### src/rtl/alu_arb_pkg.sv
// Shared types for the ALU arbiter: opcode encoding, the tag that tracks each
// in-flight request through the ALU pipeline, and the legal-opcode helper.
package alu_arb_pkg;

    localparam logic [2:0] ALUOP_MAX = 3'd6;
    // Tag ids are sized for the largest supported requester count (8).
    localparam int         ID_MAX_W  = 3;

    typedef enum logic [2:0] {
        ALU_AND = 3'd0,
        ALU_OR  = 3'd1,
        ALU_NOT = 3'd2,
        ALU_ADD = 3'd3,
        ALU_SUB = 3'd4,
        ALU_SHL = 3'd5,
        ALU_SHR = 3'd6
    } aluop_e;

    typedef struct packed {
        logic                vld;
        logic                issued;
        logic [ID_MAX_W-1:0] id;
    } tag_t;

    function automatic logic aluop_legal(input logic [2:0] op);
        return op <= ALUOP_MAX;
    endfunction

endpackage

### src/rtl/alu_arbiter_if.sv
// Requester-side bus of the ALU arbiter: per-requester request lanes plus a
// shared response bus steered by the one-hot resp_valid strobe.
interface alu_arbiter_if #(
    parameter int NUM_REQ = 4
);
    // Handshake: requester i holds req_valid[i] and its operands stable while it
    // wants service; the op is taken in the cycle req_valid[i] && req_ready[i],
    // and valid may drop at any time without a grant. Responses have no ready.
    logic [NUM_REQ-1:0]       req_valid;
    logic [NUM_REQ-1:0]       req_ready;
    logic [NUM_REQ-1:0][2:0]  req_aluop;
    logic [NUM_REQ-1:0][31:0] req_a;
    logic [NUM_REQ-1:0][31:0] req_b;
    logic [NUM_REQ-1:0]       resp_valid;
    logic [31:0]              resp_f;
    logic                     resp_err;

    modport master (
        output req_valid, req_aluop, req_a, req_b,
        input  req_ready, resp_valid, resp_f, resp_err
    );

    modport slave (
        input  req_valid, req_aluop, req_a, req_b,
        output req_ready, resp_valid, resp_f, resp_err
    );

endinterface

### src/rtl/rr_arbiter.sv
// Combinational round-robin picker: first asserted request at or above ptr,
// wrapping modulo NUM_REQ, returned both one-hot and encoded.
module rr_arbiter #(
    parameter int NUM_REQ = 4,
    parameter int ID_W    = $clog2(NUM_REQ)
) (
    input  logic [NUM_REQ-1:0] req,
    input  logic [ID_W-1:0]    ptr,
    output logic [NUM_REQ-1:0] grant,
    output logic [ID_W-1:0]    grant_idx,
    output logic               grant_any
);

    int                 cand;
    logic [NUM_REQ-1:0] sel;

    always_comb begin
        grant     = '0;
        grant_idx = '0;
        grant_any = 1'b0;
        cand      = 0;
        sel       = '0;
        for (int k = 0; k < NUM_REQ; k++) begin
            cand = 32'(ptr) + k;
            if (cand >= NUM_REQ) begin
                cand = cand - NUM_REQ;
            end
            sel = NUM_REQ'(1) << cand;
            if (!grant_any && (req & sel) != '0) begin
                grant_any = 1'b1;
                grant     = sel;
                grant_idx = ID_W'(cand);
            end
        end
    end

endmodule

### src/rtl/alu_arbiter.sv
// Round-robin front end for a shared pipelined ALU: one grant per cycle, a tag
// pipe matched to the ALU latency to route results, and an alignment checker.
module alu_arbiter
    import alu_arb_pkg::*;
#(
    parameter int NUM_REQ = 4,
    parameter int ALU_LAT = 2,
    parameter int ID_W    = $clog2(NUM_REQ)
) (
    input  logic               clk,
    input  logic               rst_n,
    input  logic               en,
    alu_arbiter_if.slave       bus,
    output logic [2:0]         alu_aluop,
    output logic [31:0]        alu_a,
    output logic [31:0]        alu_b,
    output logic               alu_valid_i,
    input  logic [31:0]        alu_f,
    input  logic               alu_valid_o,
    output logic               err_mismatch,
    output logic [31:0]        grant_cnt
);

    localparam int SETTLE_W = $clog2(ALU_LAT + 1);

    logic [ID_W-1:0]     rr_ptr_q;
    logic [NUM_REQ-1:0]  arb_req;
    logic [NUM_REQ-1:0]  grant;
    logic [ID_W-1:0]     grant_idx;
    logic                fire;
    tag_t                tag_q [ALU_LAT];
    tag_t                tag_last;
    logic                exp_valid_o;
    logic [SETTLE_W-1:0] settle_q;
    logic                check_en;
    logic [NUM_REQ-1:0]  resp_valid_q;
    logic [31:0]         resp_f_q;
    logic                resp_err_q;
    logic                err_mismatch_q;
    logic [31:0]         grant_cnt_q;

    // Gating the requests (not the grant) keeps req_ready purely a function of
    // current inputs and the pointer.
    assign arb_req = (en && rst_n) ? bus.req_valid : '0;

    rr_arbiter #(
        .NUM_REQ (NUM_REQ),
        .ID_W    (ID_W)
    ) u_rr (
        .req       (arb_req),
        .ptr       (rr_ptr_q),
        .grant     (grant),
        .grant_idx (grant_idx),
        .grant_any (fire)
    );

    assign bus.req_ready = grant;

    always_comb begin
        alu_aluop   = '0;
        alu_a       = '0;
        alu_b       = '0;
        alu_valid_i = 1'b0;
        if (fire) begin
            alu_aluop   = bus.req_aluop[grant_idx];
            alu_a       = bus.req_a[grant_idx];
            alu_b       = bus.req_b[grant_idx];
            alu_valid_i = aluop_legal(bus.req_aluop[grant_idx]);
        end
    end

    always_ff @(posedge clk or negedge rst_n) begin
        if (!rst_n) begin
            rr_ptr_q    <= '0;
            grant_cnt_q <= '0;
        end else begin
            grant_cnt_q <= grant_cnt_q + {31'b0, fire};
            if (fire) begin
                rr_ptr_q <= (grant_idx == ID_W'(NUM_REQ - 1)) ? '0 : grant_idx + ID_W'(1);
            end
        end
    end

    // Illegal ops still take a tag slot so their error response keeps ordering.
    always_ff @(posedge clk or negedge rst_n) begin
        if (!rst_n) begin
            for (int s = 0; s < ALU_LAT; s++) begin
                tag_q[s] <= '0;
            end
        end else begin
            tag_q[0] <= {fire, alu_valid_i, ID_MAX_W'(grant_idx)};
            for (int s = 1; s < ALU_LAT; s++) begin
                tag_q[s] <= tag_q[s-1];
            end
        end
    end

    assign tag_last    = tag_q[ALU_LAT-1];
    assign exp_valid_o = tag_last.vld && tag_last.issued;

    always_ff @(posedge clk or negedge rst_n) begin
        if (!rst_n) begin
            resp_valid_q <= '0;
            resp_f_q     <= '0;
            resp_err_q   <= 1'b0;
        end else begin
            resp_valid_q <= '0;
            resp_f_q     <= '0;
            resp_err_q   <= 1'b0;
            if (tag_last.vld) begin
                resp_valid_q <= NUM_REQ'(1) << tag_last.id;
                resp_f_q     <= tag_last.issued ? alu_f : '0;
                resp_err_q   <= !tag_last.issued;
            end
        end
    end

    // The ALU's own valid pipe is not reset, so its output is untrusted until
    // ALU_LAT edges have flushed it after reset release.
    always_ff @(posedge clk or negedge rst_n) begin
        if (!rst_n) begin
            settle_q <= '0;
        end else if (!check_en) begin
            settle_q <= settle_q + SETTLE_W'(1);
        end
    end

    assign check_en = (settle_q == SETTLE_W'(ALU_LAT));

    always_ff @(posedge clk or negedge rst_n) begin
        if (!rst_n) begin
            err_mismatch_q <= 1'b0;
        end else if (check_en && (exp_valid_o != alu_valid_o)) begin
            err_mismatch_q <= 1'b1;
        end
    end

    assign bus.resp_valid = resp_valid_q;
    assign bus.resp_f     = resp_f_q;
    assign bus.resp_err   = resp_err_q;
    assign err_mismatch   = err_mismatch_q;
    assign grant_cnt      = grant_cnt_q;

endmodule

### src/flat_wrapper.sv
// flat-port wrapper written by rule: the top's interface ports become plain ports
module alu_arbiter_flat import alu_arb_pkg::*;
#(
    parameter int NUM_REQ = 4,
    parameter int ALU_LAT = 2,
    parameter int ID_W    = $clog2(NUM_REQ)
)
  (clk, rst_n, en, alu_aluop, alu_a, alu_b, alu_valid_i, alu_f, alu_valid_o, err_mismatch, grant_cnt, bus_req_valid, bus_req_aluop, bus_req_a, bus_req_b, bus_req_ready, bus_resp_valid, bus_resp_f, bus_resp_err);
  alu_arbiter_if #(.NUM_REQ(NUM_REQ)) bus_i ();
  input  logic clk;
  input  logic rst_n;
  input  logic en;
  output logic [2:0] alu_aluop;
  output logic [31:0] alu_a;
  output logic [31:0] alu_b;
  output logic alu_valid_i;
  input  logic [31:0] alu_f;
  input  logic alu_valid_o;
  output logic err_mismatch;
  output logic [31:0] grant_cnt;
  input wire logic [$bits(bus_i.req_valid)-1:0] bus_req_valid;
  input wire logic [$bits(bus_i.req_aluop)-1:0] bus_req_aluop;
  input wire logic [$bits(bus_i.req_a)-1:0] bus_req_a;
  input wire logic [$bits(bus_i.req_b)-1:0] bus_req_b;
  output wire logic [$bits(bus_i.req_ready)-1:0] bus_req_ready;
  output wire logic [$bits(bus_i.resp_valid)-1:0] bus_resp_valid;
  output wire logic [$bits(bus_i.resp_f)-1:0] bus_resp_f;
  output wire logic [$bits(bus_i.resp_err)-1:0] bus_resp_err;
  assign bus_i.req_valid = bus_req_valid;
  assign bus_i.req_aluop = bus_req_aluop;
  assign bus_i.req_a = bus_req_a;
  assign bus_i.req_b = bus_req_b;
  assign bus_req_ready = bus_i.req_ready;
  assign bus_resp_valid = bus_i.resp_valid;
  assign bus_resp_f = bus_i.resp_f;
  assign bus_resp_err = bus_i.resp_err;
  alu_arbiter #(.NUM_REQ(NUM_REQ), .ALU_LAT(ALU_LAT), .ID_W(ID_W)) u_core (.clk(clk), .rst_n(rst_n), .en(en), .bus(bus_i), .alu_aluop(alu_aluop), .alu_a(alu_a), .alu_b(alu_b), .alu_valid_i(alu_valid_i), .alu_f(alu_f), .alu_valid_o(alu_valid_o), .err_mismatch(err_mismatch), .grant_cnt(grant_cnt));
endmodule
### config.mk
export PLATFORM = sky130hd
export DESIGN_NAME = alu_arbiter_flat
export DESIGN_NICKNAME = d
export VERILOG_FILES = /design/src/rtl/alu_arb_pkg.sv /design/src/rtl/alu_arbiter_if.sv /design/src/rtl/rr_arbiter.sv /design/src/rtl/alu_arbiter.sv /design/src/flat_wrapper.sv
export SDC_FILE = /design/constraint.sdc
export NUM_CORES = 1
export LEC_CHECK = 0
export CAP_MARGIN = 20
export CORE_AREA = 2 2 176 178
export CTS_CLUSTER_SIZE = 10
export DETAILED_ROUTE_END_ITERATION = 8
export DIE_AREA = 0 0 178 180
export PLACE_DENSITY = 0.63
export SYNTH_ARGS = -nofsm -noshare
export SYNTH_HDL_FRONTEND = slang
export SYNTH_SLANG_ARGS = --single-unit
### constraint.sdc
create_clock -name clk -period 3.8 [get_ports clk]
set_input_delay 0.38 -clock clk [delete_from_list [all_inputs] [get_ports clk]]
set_output_delay 0.38 -clock clk [all_outputs]
set_load 0.02 [all_outputs]
==> impl_results.md <==
- Seq cells post-synth: 82
- Commonest non-fill, non-tap cells in the layout: 380 x sky130_fd_sc_hd__clkdlybuf4s50_1, 81 x sky130_fd_sc_hd__dfrtp_1, 67 x sky130_fd_sc_hd__and2_1, 64 x sky130_fd_sc_hd__mux4_2, 55 x sky130_fd_sc_hd__buf_4
- Worst Setup Path Type: register to primary output
- Crit share post-route: 0.9692
- Vias in the first global route: 6417
- Power per Cell Area: 572.0 mW/mm²
- Proportion of synthesized chip area in sequential cells: 0.3587
- Syn Std Cell Area: 0.005720 mm²
- Final-stage net count: 1279
- Worst Setup End Kind: primary output
- Share of post-route cells with drive strength above 1: 0.1911
- Unrepaired setup endpoints after global routing: true
- Global-route congestion overflow total: 0
- Gpl congestion: 0.8747
- Most frequently used flop master after synthesis: sky130_fd_sc_hd__dfrtp_1
- Initial cell density of the core: 0.1895
- Clock-pin slew on the worst setup and hold paths: 0.06 ns
- Root buffer cell: sky130_fd_sc_hd__clkbuf_16
- Reported leakage power: 0.004808 µW
- Placeable core region: 0.03019 mm²
- Syn Nets: 798
- Max_cap viols: 0
- Critical path arrival: 3.30 ns
- I/O Pins: 450
- Accumulated negative setup slack: 0 ns
- DIE WIDTH: 178 µm
- Overall routing resource usage: 0.1667
- Worst slew margin relative to its limit: 0.3862
- Initial detailed-routing violation count: 211
- Tmin final: 3.683 ns
- Via count of the routed design: 6005
- Post-synth ARST share: 1.000
- Top fanout value on the critical path: 10
- Max frequency: 271.5 MHz
- Setup-violating endpoint count in the final report: 0
- Number of enable flip-flop cells after synthesis: 0
- HPWL after DPL: 22370 µm
- Clock tree from TritonCTS: yes
- Global-route wire length before repair: 39930 µm
- Transition time at the pin with the least slew margin: 0.9207 ns
- Signed area change from the synthesized netlist to the final layout: 97.66%
- Latest clock arrival within the worst-skew pair: 0.33 ns
- Fin. max-slew vios: 0
- Number of vias per cell after detailed routing: 4.396
- Maximum number of pins on one net before global-route repair: 55
- Post-Syn Instances: 482
- Worst clock skew: 0.005427 ns
- Total count of hold-check failures in the final report: 0
- Floorplan die height: 180 µm
- Mean Syn Cell Area: 11.87 µm²
- # DRC: 0
- Antenna violations before repair: 5
- Avg WL per Cell: 19.95 µm
- Yosys warns: 0
- Max clock buf depth: 2
- CTS sink count: 82
- Routed Wire Length: 27250 µm
- Synth cell types: 48
- Row cnt: 64
- First drt pass iteration count: 4
- CTS hold repair buffers: 0
- Post-route ant nets: 0
- Worst VDD drop: 0.2465 mV
- Type of origin of the critical path: register
- Worst hold path class: primary input to async pin
- Crit path required time: 3.42 ns
- Leading cell type in the layout, fill and taps excluded: sky130_fd_sc_hd__clkdlybuf4s50_1
- Run status: finished, final reports clean
- IO buf count: 449
- Cts bufs inserted: 9
- Max H-tree Level: 3
- Die outline area: 0.03204 mm²
- Total power: 6468 µW
stage by stage:
step                      hold WS (ns)  worst slack (ns)    util  instances  area [µm²]
after floorplan                0.08441            0.1253       -        482        5720
after global placement          0.3331           0.07415  0.3594       1330       10850
after detailed placement        0.3347         -0.004621  0.3594       1330       10850
after CTS                       0.1419           0.01307  0.3714       1352       11210
after global routing            0.1444          -0.01380  0.3745       1365       11300
final                           0.1115            0.1170  0.3745       1366       11310
kinds of logic (layout without fill, tap and decap cells):
group	Yosys count	count (layout)	share of synthesized area
and+or+nand+nor	197	197	0.1951
DFF	82	82	0.3587
muxes	70	70	0.2627
AOI/OAI and AO/OA	47	47	0.06693
buffers and inverters	46	532	0.05008
xor gates and xnor gates	32	32	0.04899
adders and majority gates	8	8	0.01750
other	0	2	0
report_power, final:
part	switching (µW)	leakage, µW	internal, µW	total [µW]
Combinational	2150	0.00357	2310	4460
Sequential	159	0.00110	1020	1180
Clock	361	0.000132	467	828
Total	2670	0.00481	3800	6470
state kept, by name, indices dropped and copies added (netlist names):
signal / cells
u_core.bus.resp_f: 32
u_core.grant_cnt: 32
u_core.bus.resp_valid: 4
u_core.tag_last: 4
u_core.tag_q: 4
u_core.rr_ptr_q: 2
u_core.settle_q: 2
u_core.bus.resp_err: 1
u_core.err_mismatch: 1
synth_stat cells, types with 3 or more instances:
cell | count | area (µm²)
sky130_fd_sc_hd__a21o_1 | 3 | 22.52
sky130_fd_sc_hd__a221o_1 | 4 | 40.04
sky130_fd_sc_hd__a221oi_1 | 4 | 35.03
sky130_fd_sc_hd__a22oi_1 | 11 | 82.58
sky130_fd_sc_hd__and2_1 | 67 | 419.2
sky130_fd_sc_hd__and3_1 | 39 | 244.0
sky130_fd_sc_hd__and4_1 | 4 | 35.03
sky130_fd_sc_hd__buf_2 | 4 | 20.02
sky130_fd_sc_hd__buf_4 | 6 | 45.04
sky130_fd_sc_hd__buf_6 | 4 | 45.04
sky130_fd_sc_hd__buf_8 | 5 | 75.07
sky130_fd_sc_hd__clkbuf_1 | 20 | 75.07
sky130_fd_sc_hd__dfrtp_1 | 82 | 2052
sky130_fd_sc_hd__ha_1 | 8 | 100.1
sky130_fd_sc_hd__inv_1 | 6 | 22.52
sky130_fd_sc_hd__mux2i_1 | 5 | 50.05
sky130_fd_sc_hd__mux4_2 | 64 | 1441
sky130_fd_sc_hd__nand2_1 | 27 | 101.4
sky130_fd_sc_hd__nand2b_1 | 4 | 25.02
sky130_fd_sc_hd__nand3_1 | 14 | 70.07
sky130_fd_sc_hd__nand4_1 | 3 | 18.77
sky130_fd_sc_hd__nor2_1 | 16 | 60.06
sky130_fd_sc_hd__nor3_1 | 15 | 75.07
sky130_fd_sc_hd__o21ai_0 | 5 | 25.02
sky130_fd_sc_hd__o311ai_0 | 4 | 35.03
sky130_fd_sc_hd__xnor2_1 | 20 | 175.2
sky130_fd_sc_hd__xor2_1 | 12 | 105.1
layout make-up:
type	instances	area [µm²]
sequential	82	2053
multi-input combinational	354	3455
clock buffer	10	239.0
clock inverter	6	48.80
antenna	2	5.005
tap	396	495.5
timing repair buffer	509	4984
inverter	7	27.53
fill	2975	18880
repair_timing:
| action | in CTS | in global routing |
|---|---|---|
| pin swaps | 1 | 3 |
| resized for setup | 83 | 22 |
| setup endpoints to repair | 64 | 48 |
| cloned | 2 | 0 |
| buffers inserted | 4 | 12 |
path summary, 6_finish.rpt:
check	startpoint	slack [ns]	cells past startpoint	to
worst max-delay path	u_core.rr_ptr_q[0]	0.12	13	alu_b[25]
worst min-delay path	rst_n	0.11	2	u_core.grant_cnt[3]
worst min register to register	u_core.tag_q[5]	0.35	0	u_core.tag_last[0]
max in group asynchronous	rst_n	2.64	3	u_core.rr_ptr_q[0]
min in group clk	u_core.tag_q[5]	0.35	0	u_core.tag_last[0]
worst max register to register	u_core.rr_ptr_q[1]	0.54	17	u_core.grant_cnt[28]
worst max-delay path, stage by stage, from the launching register on:
cell                            delay (ns)
sky130_fd_sc_hd__dfrtp_2              0.41
sky130_fd_sc_hd__clkinv_2             0.09
sky130_fd_sc_hd__ha_2                 0.23
sky130_fd_sc_hd__a22oi_2              0.25
sky130_fd_sc_hd__a21oi_4              0.12
sky130_fd_sc_hd__buf_4                0.16
sky130_fd_sc_hd__o31ai_2              0.18
sky130_fd_sc_hd__buf_4                0.15
sky130_fd_sc_hd__o2bb2ai_4            0.17
sky130_fd_sc_hd__buf_4                0.19
sky130_fd_sc_hd__buf_6                0.15
sky130_fd_sc_hd__mux4_2               0.35
sky130_fd_sc_hd__and2_1               0.18
sky130_fd_sc_hd__dlygate4sd2_1        0.32
layer usage:
layer / share of wire / vias up / global-route usage
met5: 0 / - / 0
met4: 0.017 / 0 / 0.03869
met3: 0.099 / 33 / 0.05922
met2: 0.52 / 285 / 0.3084
met1: 0.36 / 2926 / 0.1789
li1: - / 2761 / -
(Power assumes the default switching activity.)
